**src/rtl/diff_serial_if.sv**
```systemverilog
// diff_serial request/result bundle.
// master drives the request side; slave is the difference unit.
interface diff_serial_if #(
    parameter int WIDTH = 32
);
    logic             start;
    logic [1:0]       mode;
    logic [WIDTH-1:0] in_a;
    logic [WIDTH-1:0] in_b;
    logic             busy;
    logic             done;
    logic [WIDTH-1:0] result;
    logic             borrow;
    logic             overflow;
    logic             zero;

    modport master (
        output start,
        output mode,
        output in_a,
        output in_b,
        input  busy,
        input  done,
        input  result,
        input  borrow,
        input  overflow,
        input  zero
    );

    modport slave (
        input  start,
        input  mode,
        input  in_a,
        input  in_b,
        output busy,
        output done,
        output result,
        output borrow,
        output overflow,
        output zero
    );
endinterface

```
**src/rtl/diff_serial.sv**
```systemverilog
// diff_serial: digit-serial a-b with wrap, absolute and saturating modes.
// One DIGIT slice per cycle; |a-b| uses a second serial negate pass.
module diff_serial #(
    parameter int WIDTH = 32,
    parameter int DIGIT = 8
) (
    input  logic         clk,
    input  logic         rst_n,
    diff_serial_if.slave bus
);
    localparam int N  = WIDTH / DIGIT;
    localparam int CW = (N > 1) ? $clog2(N) : 1;
    localparam logic [CW-1:0] LAST = CW'(N - 1);

    typedef enum logic [1:0] {
        IDLE,
        SUB,
        NEG,
        FIN
    } state_t;

    state_t r_state;
    state_t w_next;

    logic [WIDTH-1:0] r_a;
    logic [WIDTH-1:0] r_b;
    logic [WIDTH-1:0] r_diff;
    logic [WIDTH-1:0] r_result;
    logic [1:0]       r_mode;
    logic [CW-1:0]    r_cnt;
    logic             r_bin;
    logic             r_sa;
    logic             r_sb;
    logic             r_raw_b;
    logic             r_raw_v;
    logic             r_done;
    logic             r_borrow;
    logic             r_ovf;
    logic             r_zero;

    logic [DIGIT-1:0] w_x;
    logic [DIGIT-1:0] w_y;
    logic [DIGIT-1:0] w_d;
    logic [DIGIT:0]   w_sub;
    logic             w_bout;
    logic             w_last;
    logic [WIDTH-1:0] w_shift;
    logic [WIDTH-1:0] w_fix;

    // Shared slice: SUB computes a-b, NEG computes 0-diff.
    always_comb begin
        w_x = r_a[DIGIT-1:0];
        w_y = r_b[DIGIT-1:0];
        if (r_state == NEG) begin
            w_x = '0;
            w_y = r_diff[DIGIT-1:0];
        end
    end

    assign w_sub   = {1'b0, w_x} - {1'b0, w_y} - {{DIGIT{1'b0}}, r_bin};
    assign w_d     = w_sub[DIGIT-1:0];
    assign w_bout  = w_sub[DIGIT];
    assign w_last  = (r_cnt == LAST);
    assign w_shift = WIDTH'({w_d, r_diff} >> DIGIT);

    always_comb begin
        w_next = r_state;
        unique case (r_state)
            IDLE: begin
                if (bus.start) begin
                    w_next = SUB;
                end
            end
            SUB: begin
                if (w_last) begin
                    if (r_mode == 2'd1 && w_bout) begin
                        w_next = NEG;
                    end else begin
                        w_next = FIN;
                    end
                end
            end
            NEG: begin
                if (w_last) begin
                    w_next = FIN;
                end
            end
            FIN: begin
                w_next = IDLE;
            end
        endcase
    end

    always_comb begin
        w_fix = r_diff;
        unique case (r_mode)
            2'd2: begin
                if (r_raw_v) begin
                    w_fix = r_sa ? {1'b1, {(WIDTH-1){1'b0}}}
                                 : {1'b0, {(WIDTH-1){1'b1}}};
                end
            end
            2'd3: begin
                if (r_raw_b) begin
                    w_fix = '0;
                end
            end
            default: begin
                w_fix = r_diff;
            end
        endcase
    end

    always_ff @(posedge clk or negedge rst_n) begin
        if (!rst_n) begin
            r_state <= IDLE;
        end else begin
            r_state <= w_next;
        end
    end

    always_ff @(posedge clk or negedge rst_n) begin
        if (!rst_n) begin
            r_a      <= '0;
            r_b      <= '0;
            r_diff   <= '0;
            r_mode   <= '0;
            r_cnt    <= '0;
            r_bin    <= 1'b0;
            r_sa     <= 1'b0;
            r_sb     <= 1'b0;
            r_raw_b  <= 1'b0;
            r_raw_v  <= 1'b0;
            r_result <= '0;
            r_borrow <= 1'b0;
            r_ovf    <= 1'b0;
            r_zero   <= 1'b0;
            r_done   <= 1'b0;
        end else begin
            r_done <= (r_state == FIN);
            unique case (r_state)
                IDLE: begin
                    if (bus.start) begin
                        r_a    <= bus.in_a;
                        r_b    <= bus.in_b;
                        r_mode <= bus.mode;
                        r_sa   <= bus.in_a[WIDTH-1];
                        r_sb   <= bus.in_b[WIDTH-1];
                        r_diff <= '0;
                        r_cnt  <= '0;
                        r_bin  <= 1'b0;
                    end
                end
                SUB: begin
                    r_a    <= r_a >> DIGIT;
                    r_b    <= r_b >> DIGIT;
                    r_diff <= w_shift;
                    if (w_last) begin
                        r_cnt   <= '0;
                        r_bin   <= 1'b0;
                        r_raw_b <= w_bout;
                        r_raw_v <= (r_sa != r_sb) && (w_d[DIGIT-1] != r_sa);
                    end else begin
                        r_cnt <= r_cnt + CW'(1);
                        r_bin <= w_bout;
                    end
                end
                NEG: begin
                    r_diff <= w_shift;
                    if (w_last) begin
                        r_cnt <= '0;
                        r_bin <= 1'b0;
                    end else begin
                        r_cnt <= r_cnt + CW'(1);
                        r_bin <= w_bout;
                    end
                end
                FIN: begin
                    r_result <= w_fix;
                    r_borrow <= r_raw_b;
                    r_ovf    <= r_raw_v;
                    r_zero   <= (w_fix == '0);
                end
            endcase
        end
    end

    assign bus.busy     = (r_state != IDLE);
    assign bus.done     = r_done;
    assign bus.result   = r_result;
    assign bus.borrow   = r_borrow;
    assign bus.overflow = r_ovf;
    assign bus.zero     = r_zero;
endmodule

```
**src/flat_wrapper.sv**
```systemverilog
// flat-port wrapper written by rule: the top's interface ports become plain ports
module diff_serial_flat 
#(
    parameter int WIDTH = 32,
    parameter int DIGIT = 8
)
  (clk, rst_n, bus_start, bus_mode, bus_in_a, bus_in_b, bus_busy, bus_done, bus_result, bus_borrow, bus_overflow, bus_zero);
  diff_serial_if #(.WIDTH(WIDTH)) bus_i ();
  input  logic clk;
  input  logic rst_n;
  input wire logic [$bits(bus_i.start)-1:0] bus_start;
  input wire logic [$bits(bus_i.mode)-1:0] bus_mode;
  input wire logic [$bits(bus_i.in_a)-1:0] bus_in_a;
  input wire logic [$bits(bus_i.in_b)-1:0] bus_in_b;
  output wire logic [$bits(bus_i.busy)-1:0] bus_busy;
  output wire logic [$bits(bus_i.done)-1:0] bus_done;
  output wire logic [$bits(bus_i.result)-1:0] bus_result;
  output wire logic [$bits(bus_i.borrow)-1:0] bus_borrow;
  output wire logic [$bits(bus_i.overflow)-1:0] bus_overflow;
  output wire logic [$bits(bus_i.zero)-1:0] bus_zero;
  assign bus_i.start = bus_start;
  assign bus_i.mode = bus_mode;
  assign bus_i.in_a = bus_in_a;
  assign bus_i.in_b = bus_in_b;
  assign bus_busy = bus_i.busy;
  assign bus_done = bus_i.done;
  assign bus_result = bus_i.result;
  assign bus_borrow = bus_i.borrow;
  assign bus_overflow = bus_i.overflow;
  assign bus_zero = bus_i.zero;
  diff_serial #(.WIDTH(WIDTH), .DIGIT(DIGIT)) u_core (.clk(clk), .rst_n(rst_n), .bus(bus_i));
endmodule
```
**config.mk**
```make
export PLATFORM = sky130hd
export DESIGN_NAME = diff_serial_flat
export DESIGN_NICKNAME = d
export VERILOG_FILES = /design/src/rtl/diff_serial_if.sv /design/src/rtl/diff_serial.sv /design/src/flat_wrapper.sv
export SDC_FILE = /design/constraint.sdc
export NUM_CORES = 1
export LEC_CHECK = 0
export ABC_AREA = 1
export CORE_MARGIN = 2
export CORE_UTILIZATION = 40
export CTS_CLUSTER_DIAMETER = 200
export DETAILED_ROUTE_END_ITERATION = 10
export PLACE_DENSITY_LB_ADDON = 0.25
export SLEW_MARGIN = 10
export SYNTH_ARGS = -nofsm -noshare
export SYNTH_HDL_FRONTEND = slang
export SYNTH_SLANG_ARGS = --single-unit
```
**constraint.sdc**
```tcl
create_clock -name clk -period 3 [get_ports clk]
set_clock_uncertainty 0.2 [all_clocks]
set_input_delay 0.9 -clock clk [delete_from_list [all_inputs] [get_ports clk]]
set_output_delay 0.9 -clock clk [all_outputs]
set_load 0.005 [all_outputs]
```
==> reports/results.ini, run 1 <==
[logic_synthesis]
ys_seq_area_frac=0.512
ys_types=33
syn_nets=958
avgSynthCellArea_um2=8.04
yosysWarnings=0
synthArstFlopShare=1.00
syn_area_mm2=0.00699
synth_edf_count=0
synthCells=870
ys_ff_latch=143
ys.flop_type=dfrtp_1

[job]
drv_cap=0

[clocking]
htree_levels=4
ctsLongestPathBuffers=2
cts_made_buffers=17
cts_resized=0
postCtsSetupRepairBufs=0
clk_latency_ns=0.43
cts_sinks=143
path_clk_slew_ns=0.07
hold_buffers=0
cts_root_buf=clkbuf_16
cts_tree=done

[outcome]
outcome=completed

[drt]
ant_nets=0
viasPerCell=5.00
drt_wl_total_um=16800
drt_iter0_markers=416
num_vias=6010
firstDrtPassIters=5
wl_per_cell_um=13.9
route.detailed.drc=0

[power_and_ir_drop]
cellInternalPower_mw=6.41
p_total_mw=11.7
irDropWorstVdd_uv=653
p_sw_frac=0.450
p_seq_frac=0.289
powerDensity_mw_per_mm2=1310
p_sw_mw=5.24
clkPwrFrac=0.180
combPwrFrac=0.531
leakage_nw=4.20

[global_route]
grt_pass1_vias=5564
antenna_found_initial=0
grt_pass1_wl_um=27800
grt_overflow_total=0
gr-usage-all-layers=0.192
grt_max_degree=63

[sta]
period_needed_ns=2.84
fin_setup_tns_ns=0
finalCritPeriodShare=0.947
worst_slack_ns=0.159
setup_viol=0
slew_headroom=0.596
max_clock_freq_mhz=352
worst_pin_slew_ns=0.606
rsz0062_at_grt=no
drv_slew=0
hold_viol=0

[die]
core_mm2=0.0172
die_h_um=136
io_pins=106
chipWidth_um=136
initial_core_util=0.407
row_count=48
die-area_mm2=0.0185

[placed_design]
placed_area_mm2=0.00831
place_hpwl_um=12100
pre_cts_slack_ns=0.0643
place_congestion=0.856
port_buffers=105

[cells_and_area]
layout-drive-gt1-share=0.0716
fin_area_mm2=0.00892
utilization=0.519
layout_commonest_cell=nand2_1
area_delta_synth_final_pct=27.6
layout_common_cells=nand2_1, dfrtp_1, clkdlybuf4s50_1
antenna_cells=0
nets=1053

[worst_hold_path]
hold_path.class=in2async

[setup_path]
criticalPathCategory=reg2out
startpoint_type=flop
required_ns=1.90
end_kind=primary output
path_max_fanout=7
cp_data_arrival_time_ns=1.74

[state kept, by name, indices dropped and copies added, names as in the netlist, 2 cells and up]
| signal | flops |
|---|---|
| u_core.r_mode | 2 |
| u_core.r_a | 32 |
| u_core.r_cnt | 2 |
| u_core.r_b | 32 |
| u_core.bus.result | 32 |
| u_core.r_diff | 32 |
| u_core.r_state | 2 |
[cell families after synthesis]
logic type / share of synthesized area
AND/OR/NAND/NOR: 0.227
AO/OA/AOI/OAI: 0.139
flip-flops: 0.512
buffers and inverters: 0.0845
adder cells (fa/ha/maj): 0.0362
XOR/XNOR: 0.00125
[critical path, cell delays in order (launching register included)]
cell             delay, ns
dfrtp_1               0.41
inv_1                 0.11
ha_2                  0.28
inv_1                 0.07
clkdlybuf4s50_1       0.44
[Yosys cell counts, types with 3 or more instances]
cell | instances | area share
nand2_1 | 259 | 0.14
dfrtp_1 | 143 | 0.51
inv_1 | 87 | 0.047
nor2_1 | 76 | 0.041
a31oi_1 | 58 | 0.052
nand3_1 | 54 | 0.039
o21ai_0 | 52 | 0.037
clkbuf_1 | 26 | 0.014
o22ai_1 | 26 | 0.023
a21oi_1 | 19 | 0.014
ha_1 | 17 | 0.030
buf_2 | 16 | 0.011
o21ai_1 | 6 | 0.0043
buf_6 | 4 | 0.0064
clkinv_1 | 3 | 0.0016
inv_2 | 3 | 0.0016
[power groups by stage]
stage	Clock (mW)	Sequential (mW)	Combinational (mW)
2_1_floorplan	0	3.28	4.42
3_3_place_gp	0	3.38	6.05
3_5_place_dp	0	3.41	6.15
4_1_cts	2.13	3.38	6.18
5_1_grt	2.22	3.48	7.08
6_report	2.09	3.37	6.19
[routing by layer]
| metal | share of wire | global-route usage | wire, um |
|---|---|---|---|
| met5 | 0 | 0 | 0 |
| met3 | 0.053 | 0.0481 | 891 |
| met1 | 0.46 | 0.255 | 7640 |
| met4 | 0.022 | 0.0660 | 363 |
| met2 | 0.47 | 0.306 | 7880 |
[area by class of cell]
class,count,area (um^2)
multi-input cells,585,2850
inverters,93,349
repair buffers,125,1260
well taps,225,282
clock buffers,17,425
clock inverters,15,173
flip-flops and latches,143,3580
fillers,1660,8260
[path summary, 6_finish.rpt]
| check | from | endpoint | cells past startpoint | slack [ns] |
|---|---|---|---|---|
| min reg2reg | u_core.bus.result[20]$_DFFE_PN0P_ | u_core.bus.result[20]$_DFFE_PN0P_ | 2 | 0.28 |
| max reg2reg | u_core.r_state[0]$_DFFE_PN0P_ | u_core.r_raw_v$_DFFE_PN0P_ | 18 | 0.26 |
| max in group asynchronous | rst_n | u_core.r_diff[20]$_DFFE_PN0P_ | 2 | 1.81 |
| min in group clk | u_core.bus.result[20]$_DFFE_PN0P_ | u_core.bus.result[20]$_DFFE_PN0P_ | 2 | 0.28 |
| min | rst_n | u_core.bus.result[19]$_DFFE_PN0P_ | 1 | 0.21 |
| max | u_core.r_state[1]$_DFFE_PN0P_ | bus_busy | 4 | 0.16 |
[metrics by stage]
| step | hold WS, ns | instances |
|---|---|---|
| final | 0.207 | 1203 |
| after global routing | 0.231 | 1203 |
| after CTS | 0.218 | 1203 |
| after detailed placement | 0.265 | 1171 |
| after global placement | 0.260 | 1171 |
| after floorplan | 0.264 | 870 |
Power figures use the tool's default switching activity.
==> run 2: changes to the inputs <==
--- a/config.mk
+++ b/config.mk
@@ -11,7 +11,9 @@
 export CTS_CLUSTER_DIAMETER = 200
 export DETAILED_ROUTE_END_ITERATION = 10
 export PLACE_DENSITY_LB_ADDON = 0.25
+export RECOVER_POWER = 25
 export SLEW_MARGIN = 10
 export SYNTH_ARGS = -nofsm -noshare
 export SYNTH_HDL_FRONTEND = slang
 export SYNTH_SLANG_ARGS = --single-unit
+export TNS_END_PERCENT = 100
==> run 2 against run 1 <==
  * Fmax rose by 0.12%
  * Sequential share of layout area is 0.18 points higher
  * Via count decreased by 0.28%
  * Setup slack gained 0.0033 ns
  * Critical path depth unchanged
  * Wire length fell by 0.20%
  * Cell area down 0.45%
  * Cell count unchanged
  * Die area unchanged
  * Critical path type unchanged
==> reports/results.ini, run 2 (same netlist as run 1, synthesis figures left out) <==
[outcome]
outcome=completed

[clocking]
clk_latency_ns=0.43
ctsLongestPathBuffers=2
cts_made_buffers=17
cts_root_buf=clkbuf_16
cts_sinks=143
postCtsSetupRepairBufs=0
cts_tree=done
htree_levels=4
path_clk_slew_ns=0.07

[power_and_ir_drop]
powerDensity_mw_per_mm2=1310
leakage_nw=4.18
p_total_mw=11.6
irDropWorstVdd_uv=653

[sta]
setup_viol=0
drv_slew=0
fin_setup_tns_ns=0
slew_headroom=0.211
worst_slack_ns=0.162
rsz0062_at_grt=no
hold_viol=0
period_needed_ns=2.84
worst_pin_slew_ns=1.18
finalCritPeriodShare=0.946
max_clock_freq_mhz=352

[placed_design]
place_hpwl_um=12100
port_buffers=105
dp_cells=1171
pre_cts_slack_ns=0.0643
place_congestion=0.856

[drt]
num_vias=5993
drt_iter0_markers=444
wl_per_cell_um=13.9
ant_nets=0
viasPerCell=4.98
drt_wl_total_um=16700
firstDrtPassIters=5
route.detailed.drc=0

[global_route]
grt_max_degree=63
gr-usage-all-layers=0.192
grt_pass1_vias=5564
grt_pass1_wl_um=27800
grt_overflow_total=0
antenna_found_initial=0

[setup_path]
criticalPathCategory=reg2out
r2r_end=u_core.r_raw_v$_DFFE_PN0P_
path_max_fanout=7
r2r_cells=18
r2r-start=u_core.r_state[0]$_DFFE_PN0P_
crit_path_frequent_cell=inv_1
end_kind=primary output
cp_num_buf_inv=3
reg2reg_slack_ns=0.27
critPathTopFamily=buffers and inverters
cpMaxStageDelayCell=clkdlybuf4s50_1
startpoint_type=flop
cp_data_arrival_time_ns=1.74
required_ns=1.90
crit_chain=inv_1 > ha_2 > inv_1 > clkdlybuf4s50_1
slowest_delay_ns=0.44

[cells_and_area]
layout-drive-gt1-share=0.0706
nets=1053
layout_commonest_cell=nand2_1
layout_common_cells=nand2_1, dfrtp_1, clkdlybuf4s50_1
area_delta_synth_final_pct=27.0
antenna_cells=0
utilization=0.517
final_cells=1203

[die]
initial_core_util=0.407
die_h_um=136
row_count=48
io_pins=106
die-area_mm2=0.0185
core_mm2=0.0172
chipWidth_um=136

[job]
drv_cap=0

[worst_hold_path]
hp-start=u_core.bus.result[20]$_DFFE_PN0P_
hold_end=u_core.bus.result[20]$_DFFE_PN0P_
hold_path.class=reg2reg
hold_depth=2

==> run 2: cell count changes in the layout (fill, tap and decap cells not counted) <==
cell	before	now
clkbuf_2	0	3
buf_12	5	3
clkbuf_1	0	1
buf_6	1	0
buf_4	15	14
==> run 2: worst reg2reg max path, stage by stage (launching register included) <==
cell and delay [ns]:
dfrtp_1 0.38, inv_1 0.11, ha_1 0.19, inv_2 0.08, buf_4 0.17, nand2_1 0.06, nand2_1 0.05, ha_1 0.28
inv_1 0.04, ha_1 0.36, inv_1 0.09, o21bai_2 0.18, a21oi_2 0.08, nand2_1 0.06, nand2_1 0.06, nand2_1 0.08
nand2_1 0.05, nand3_1 0.06, nand2_1 0.05
==> run 2: worst max path at each step <==
stage                                  startpoint                             to  cells after the start  slack [ns]
finish              u_core.r_state[1]$_DFFE_PN0P_                       bus_busy                      4        0.16
global route        u_core.r_state[0]$_DFFE_PN0P_     u_core.r_raw_b$_DFFE_PN0P_                     16       0.008
CTS                 u_core.r_state[0]$_DFFE_PN0P_  u_core.r_state[0]$_DFFE_PN0P_                     15        0.05
detailed placement  u_core.r_state[0]$_DFFE_PN0P_  u_core.r_state[0]$_DFFE_PN0P_                     15        0.06
global placement    u_core.r_state[0]$_DFFE_PN0P_  u_core.r_state[0]$_DFFE_PN0P_                     15        0.13
floorplan           u_core.r_state[0]$_DFFE_PN0P_  u_core.r_state[0]$_DFFE_PN0P_                     17        0.13
==> run 2: layer usage <==
metal | GRT usage | share of wire | vias up
met2 | 0.306 | 0.47 | 152
met1 | 0.255 | 0.46 | 2790
li1 | - | - | 3025
met4 | 0.0660 | 0.022 | 0
met5 | 0 | 0 | -
met3 | 0.0481 | 0.050 | 26
==> run 2: where the power goes <==
part | internal (mW) | total [mW] | switching [mW]
clock network | 1.12 | 2.10 | 0.975
logic | 2.45 | 6.19 | 3.74
registers | 2.84 | 3.37 | 0.529
==> run 2: area by class of cell <==
class / instances / area, um^2
timing repair buffer: 125 / 1220
tap: 225 / 282
inverter: 93 / 349
clock inverter: 15 / 173
clock buffer: 17 / 425
fill: 1665 / 8300
multi-input combinational: 585 / 2850
sequential: 143 / 3580
==> run 2: per-stage QoR <==
step,hold slack [ns],instance area (um^2)
after CTS,0.218,8910
after global placement,0.260,8310
after global routing,0.297,8880
final,0.277,8880
after floorplan,0.264,6990
after detailed placement,0.265,8310
==> run 2: what timing repair did <==
item,CTS,global route
hold buffers,0,0
gates resized for setup,0,6
setup endpoints to repair,0,8
